===== src/rtl/serial_arbiter.sv =====
`default_nettype none
// +-----------------------------------------------------------------------+
// | serial_arbiter: two-master, frame-atomic bus arbiter (master 0 wins)   |
// | Revision: 1.0                                                         |
// +-----------------------------------------------------------------------+
module serial_arbiter (
  input  logic       clk_i,
  input  logic       rst_i,
  input  logic [1:0] req_i,
  input  logic       frame_active_i,
  output logic [1:0] gnt_o,
  output logic       msel_o,
  output logic       split_pending_o,
  output logic [1:0] split_owner_o
);

  typedef enum logic [1:0] {
    ST_IDLE    = 2'b00,
    ST_MASTER0 = 2'b01,
    ST_MASTER1 = 2'b10
  } state_t;

  state_t r_state;
  state_t w_state_next;

  always_ff @(posedge clk_i or posedge rst_i) begin
    if (rst_i) begin
      r_state <= ST_IDLE;
    end else begin
      r_state <= w_state_next;
    end
  end

  // The current owner keeps the bus until its frame ends and its request drops.
  always_comb begin
    w_state_next = r_state;
    case (r_state)
      ST_IDLE: begin
        if (req_i[0]) begin
          w_state_next = ST_MASTER0;
        end else if (req_i[1]) begin
          w_state_next = ST_MASTER1;
        end
      end
      ST_MASTER0: begin
        if (!frame_active_i && !req_i[0]) begin
          w_state_next = req_i[1] ? ST_MASTER1 : ST_IDLE;
        end
      end
      ST_MASTER1: begin
        if (!frame_active_i && !req_i[1]) begin
          w_state_next = req_i[0] ? ST_MASTER0 : ST_IDLE;
        end
      end
      default: w_state_next = ST_IDLE;
    endcase
  end

  // Outputs depend only on the state register, so reset clears them at once.
  assign gnt_o           = {r_state == ST_MASTER1, r_state == ST_MASTER0};
  assign msel_o          = (r_state == ST_MASTER1);
  assign split_pending_o = 1'b0;
  assign split_owner_o   = 2'b00;

endmodule
`default_nettype wire


===== config.mk =====
export PLATFORM = sky130hd
export DESIGN_NAME = serial_arbiter
export DESIGN_NICKNAME = d
export VERILOG_FILES = /design/src/rtl/serial_arbiter.sv
export SDC_FILE = /design/constraint.sdc
export NUM_CORES = 1
export LEC_CHECK = 0
export ABC_CLOCK_PERIOD_IN_PS = 2800
export BUFFER_PORTS_ARGS = -buffer_cell sky130_fd_sc_hd__buf_2
export CAP_MARGIN = 20
export CORE_AREA = 2 2 39 41
export DETAILED_ROUTE_END_ITERATION = 6
export DIE_AREA = 0 0 41 43
export PLACE_DENSITY_LB_ADDON = 0.12
export SLEW_MARGIN = 20
export SYNTH_ARGS = -nofsm -noshare
export SYNTH_HDL_FRONTEND = slang
export SYNTH_SLANG_ARGS = --single-unit

===== constraint.sdc =====
create_clock -name clk_i -period 2.8 [get_ports clk_i]
set_input_delay 0.28 -clock clk_i [delete_from_list [all_inputs] [get_ports clk_i]]
set_output_delay 0.28 -clock clk_i [all_outputs]
set_load 0.005 [all_outputs]

==> reports/qor.yml, run 1 <==
placed_design:
  gp_congestion: 0.499
  numPortBuffers: 7
  place_ws_ns: 1.77
timing:
  fmax_ghz: 0.802
  min_period_over_period: 0.445
  min_period_ns: 1.25
  rsz0062_at_grt: "false"
  skew_ns: 0.00113
  final-hold-violation-count: 0
  fin_ws_ns: 1.55
  setup_tns_ns: 0
  drv_slew: 0
  finalSetupViolCount: 0
critical_path:
  crit_type: "reg2out"
  cp.arrival_ns: 0.97
  worstPathRequired_ns: 2.52
  crit_family: "flip-flops"
  path_buf_inv: 1
  cp-end-kind: "output pin"
  cp-start-kind: "register"
  path_cells: "nor2b_1 > buf_2"
  worst_path_largest_cell_delay_ns: 0.41
  cp_slowest_cell: "dfrtp_1"
  critical_path.max_fanout: 5
detailed_routing:
  drtIter0Drc: 1
  wirelength_um: 344
  drc: 0
  wl_per_cell_um: 8.19
  ant_nets: 0
  firstDrtPassIters: 2
  vias_per_cell: 3.21
  vias: 135
clock_tree:
  cts.sinks: 2
  cts_tree: "yes"
  clkLatencyLatePin_ns: 0.22
  cts-resized-gates: 0
  htreeDepth: 1
  hold_buffers: 1
  numCtsBuffers: 3
  path_clk_slew_ns: 0.03
  clock_path_buffers: 2
  cts-root-buf: "clkbuf_4"
  cts_setup_buffers: 0
final_layout:
  nNetsFinal: 33
  syn_to_final_growth_pct: 43.7
  drive_gt1_frac: 0.385
  layout_commonest_cell: "buf_2"
  mostFrequentLayoutCells: "buf_2, conb_1, clkbuf_4"
  reg_top3: "r_state x2"
  n_antenna_cell: 0
  top_register: "r_state"
  largest_reg_flops: 2
  nFillCells: 166
pwr:
  powerDensity_nw_per_um2: 652
  vdd_drop_max_uv: 190
  p_leak_uw: 0.000113
grt:
  grt_pass1_wl_um: 469
  grt_pass1_vias: 125
  grt_max_degree: 6
  antenna_found_initial: 0
  overflow: 0
  gr-usage-all-layers: 0.0491
synth:
  synth_warnings: 0
  synth.distinct_cells: 11
  syn_area_sq_um: 149
  syn_area_per_cell_sq_um: 8.76
  ys_seq_area_frac: 0.336
  synth_cells: 17
  synth_seq_cells: 2
floorplan:
  io_pins: 11
  initial_utilization: 0.108
  rows: 14
  die-height_um: 43
  coreArea_sq_um: 1380
  die_w_um: 41
  die_area_sq_um: 1760
job:
  cap_violations: 0
min_path:
  hold_path_class: "in2reg"
outcome:
  outcome: "complete, no violations"
## report_power, final
| group | total, uW | leakage (uW) | switching, uW | internal, uW |
|---|---|---|---|---|
| Clock | 64.8 | 0.0000138 | 17.4 | 47.4 |
| Combinational | 31.6 | 0.0000749 | 13.8 | 17.8 |
| Sequential | 43.1 | 0.0000245 | 7.48 | 35.6 |
| Total | 139 | 0.000113 | 38.7 | 101 |
## cell families (layout without fill, tap and decap cells)
logic type	Yosys count	count (layout)	synth area share
AOI/OAI and AO/OA	3	3	0.151
and+or+nand+nor	5	5	0.235
DFF	2	2	0.336
other	1	3	0.0252
buffers and inverters	6	13	0.252
## routing by layer
metal	GRT usage	part of all wire	up-vias
met2	0.0344	0.42	8
li1	-	-	68
met4	0.100	0	0
met1	0.0641	0.46	59
met5	0	0	-
met3	0.0157	0.12	0
## final timing paths
path / slack (ns) / depth (start not counted) / end / startpoint
setup / recovery: 1.55 / 2 / msel_o / r_state[0]
hold / removal: 0.35 / 3 / r_state[0] / req_i[0]
setup reg to reg: 1.82 / 2 / r_state[1] / r_state[1]
hold reg to reg: 0.53 / 1 / r_state[0] / r_state[1]
max in group asynchronous: 2.25 / 3 / r_state[0] / rst_i
min in group asynchronous: 0.44 / 3 / r_state[1] / rst_i
## layout make-up
class | instances | area (sq um) | share of cell area
inverters | 2 | 7.51 | 0.0351
flip-flops and latches | 2 | 50.0 | 0.234
multi-input cells | 11 | 68.8 | 0.322
clock buffers | 3 | 22.5 | 0.105
repair buffers | 8 | 45.0 | 0.211
well taps | 16 | 20.0 | 0.0936
## Yosys cell counts, drive strengths merged
cell | count | area, sq um
nor4b | 1 | 8.76
buf | 4 | 30.0
nor2b | 2 | 12.5
nor3b | 1 | 7.51
or2 | 1 | 6.26
a211o | 1 | 8.76
inv | 2 | 7.51
a21oi | 1 | 5.00
o32ai | 1 | 8.76
dfrtp | 2 | 50.1
conb | 1 | 3.75
## through the flow
stage                      util  power (uW)  area (sq um)  cells  hold slack, ns
after floorplan               -        64.4           156     19          0.0212
after global placement    0.131        74.7           181     38           0.127
after detailed placement  0.131        74.7           181     38           0.131
after CTS                 0.155         145           214     42           0.352
after global routing      0.155         155           214     42           0.364
final                     0.155         139           214     42           0.355
## tightest hold or removal path: stages
cell     delay [ns]
buf_2          0.12
inv_1          0.05
o32ai_1        0.08
No activity file was read; power rests on OpenSTA's default activity.
==> run 2: changes to the inputs <==
Settings changed: ABC_CLOCK_PERIOD_IN_PS 2800 to 1100.
Clock period 2.8 ns to 1.1 ns, I/O delays scaled along.
==> run 2 against run 1 <==
Final area grew 7.0%. Die area stayed put. Via count grew 3.0%. Sequential share of layout area down 1.5 points. Clock power grew to 2.5 times the previous value. Critical path depth unchanged. Non-clock buffer count increased by 1. Highest routed layer unchanged. Flip-flop and latch count did not move. Critical endpoint is now gnt_o[0]. Combinational power grew to 3.4 times the previous value. Cell count rose by 2.4%.
==> reports/qor.yml, run 2 (synthesized netlist as in run 1, its figures left out) <==
timing:
  rsz0062_at_grt: "false"
  drv_slew: 0  # unchanged
  fmax_ghz: 0.979
  min_period_over_period: 0.929
  skew_ns: 0.00182  # +0.000695 ns
  finalSetupViolCount: 0  # unchanged
  min_period_ns: 1.02
  final-hold-violation-count: 0  # unchanged
  setup_tns_ns: 0  # unchanged
floorplan:
  die_w_um: 41  # unchanged
  rows: 14  # unchanged
  die-height_um: 43  # unchanged
  die_area_sq_um: 1760  # unchanged
  io_pins: 11  # unchanged
  coreArea_sq_um: 1380  # unchanged
  initial_utilization: 0.108  # unchanged
critical_path:
  crit_type: "reg2out"
  cp-end-kind: "output pin"
  rr_startpoint: "r_state[0]"
  worstSetupStartpoint: "r_state[0]"
  cp-start-kind: "register"
  critical_path.max_fanout: 3  # -2
  cp.arrival_ns: 0.91  # -0.06 ns
  worstPathRequired_ns: 0.99  # -1.53 ns
placed_design:
  dpl.cell_count: 38  # unchanged
  numPortBuffers: 7  # unchanged
  gp_congestion: 0.514  # +3.1%
pwr:
  powerDensity_nw_per_um2: 1660  # +150%
  p_leak_uw: 0.000121  # +7.1%
  total_power_uw: 380  # +170%
  vdd_drop_max_uv: 578  # +200%
grt:
  grt_pass1_wl_um: 427  # -9.0%
  grt_max_degree: 6  # unchanged
  antenna_found_initial: 0  # unchanged
  grt_pass1_vias: 124  # -0.80%
  overflow: 0  # unchanged
  gr-usage-all-layers: 0.0422  # -0.00698
final_layout:
  layout_commonest_cell: "buf_2"
  largest_reg_flops: 2  # unchanged
  n_antenna_cell: 0  # unchanged
  drive_gt1_frac: 0.444  # +0.0598
  nNetsFinal: 34  # +3.0%
  top_register: "r_state"
  syn_to_final_growth_pct: 53.8
  stdcell_count: 43  # +2.4%
  nFillCells: 162  # -2.4%
  mostFrequentLayoutCells: "buf_2, conb_1, clkbuf_4"
  reg_top3: "r_state x2"
outcome:
  outcome: "complete, no violations"
detailed_routing:
  drc: 0  # unchanged
  firstDrtPassIters: 1  # -1
  vias: 139  # +3.0%
  vias_per_cell: 3.23  # +0.57%
  wirelength_um: 363  # +5.5%
  drtIter0Drc: 0  # -1
  wl_per_cell_um: 8.44  # +3.1%
  ant_nets: 0  # unchanged
clock_tree:
  numCtsBuffers: 3  # unchanged
  clkLatencyLatePin_ns: 0.22  # about the same
  clock_path_buffers: 2  # unchanged
  cts.sinks: 2  # unchanged
  cts-root-buf: "clkbuf_4"
  htreeDepth: 1  # unchanged
  cts_tree: "yes"
  path_clk_slew_ns: 0.03  # about the same
min_path:
  hp-start: "req_i[0]"
  hold_path_class: "in2reg"
job:
  cap_violations: 0  # unchanged
[run 2: cell count changes in the layout (fill, tap and decap cells not counted)]
cell / before / now
nor2b_1: 2 / 1
buf_4: 0 / 1
nor2b_4: 0 / 1
[run 2: layout make-up]
| cell class | count | area (sq um) | share of cell area |
|---|---|---|---|
| Clock buffer | 3 | 22.5 | 0.0984 |
| Tap cell | 16 | 20.0 | 0.0874 |
| Inverter | 2 | 7.51 | 0.0328 |
| Multi-Input combinational cell | 11 | 76.3 | 0.333 |
| Timing Repair Buffer | 9 | 52.6 | 0.230 |
| Sequential cell | 2 | 50.0 | 0.219 |
[run 2: through the flow]
stage | hold slack, ns | setup WS [ns] | util | instance area [sq um]
floorplan | -0.149 | 0.164 | - | 156
global placement | -0.0418 | 0.125 | 0.131 | 181
detailed placement | -0.0395 | 0.120 | 0.131 | 181
CTS | 0.185 | 0.0349 | 0.156 | 216
global route | 0.204 | 0.0268 | 0.165 | 229
finish | 0.198 | 0.0785 | 0.165 | 229
[run 2: path summary, 6_finish.rpt]
check	to	slack, ns	cells after the start
worst min-delay path	r_state[0]	0.20	3
worst max-delay path	gnt_o[0]	0.08	2
max in group asynchronous	r_state[1]	0.72	3
worst min register to register	r_state[0]	0.53	1
min in group asynchronous	r_state[0]	0.28	3
worst max register to register	r_state[0]	0.13	2
[run 2: power by group]
group          total, uW  switching [uW]  internal, uW
clock                164            43.2           121
combinational        107            44.6          62.6
sequential           109            18.3          90.7
[run 2: routing by layer]
metal / vias up / share of wire / track usage
met5: - / 0 / 0
met4: 0 / 0 / 0.0600
met3: 0 / 0.11 / 0.0157
met2: 8 / 0.43 / 0.0438
met1: 61 / 0.46 / 0.0514
li1: 70 / - / -
[run 2: timing repair]
item,4_1_cts,5_1_grt
resized for setup,1,1
cloned,0,0
hold buffers,1,0
endpoints found under the hold margin,2,0
setup buffers,0,1
setup endpoints to repair,2,2
[run 2: critical path, cell delays in order (launching register included)]
cell	delay (ns)
dfrtp_1	0.39
nor2b_1	0.17
buf_2	0.13
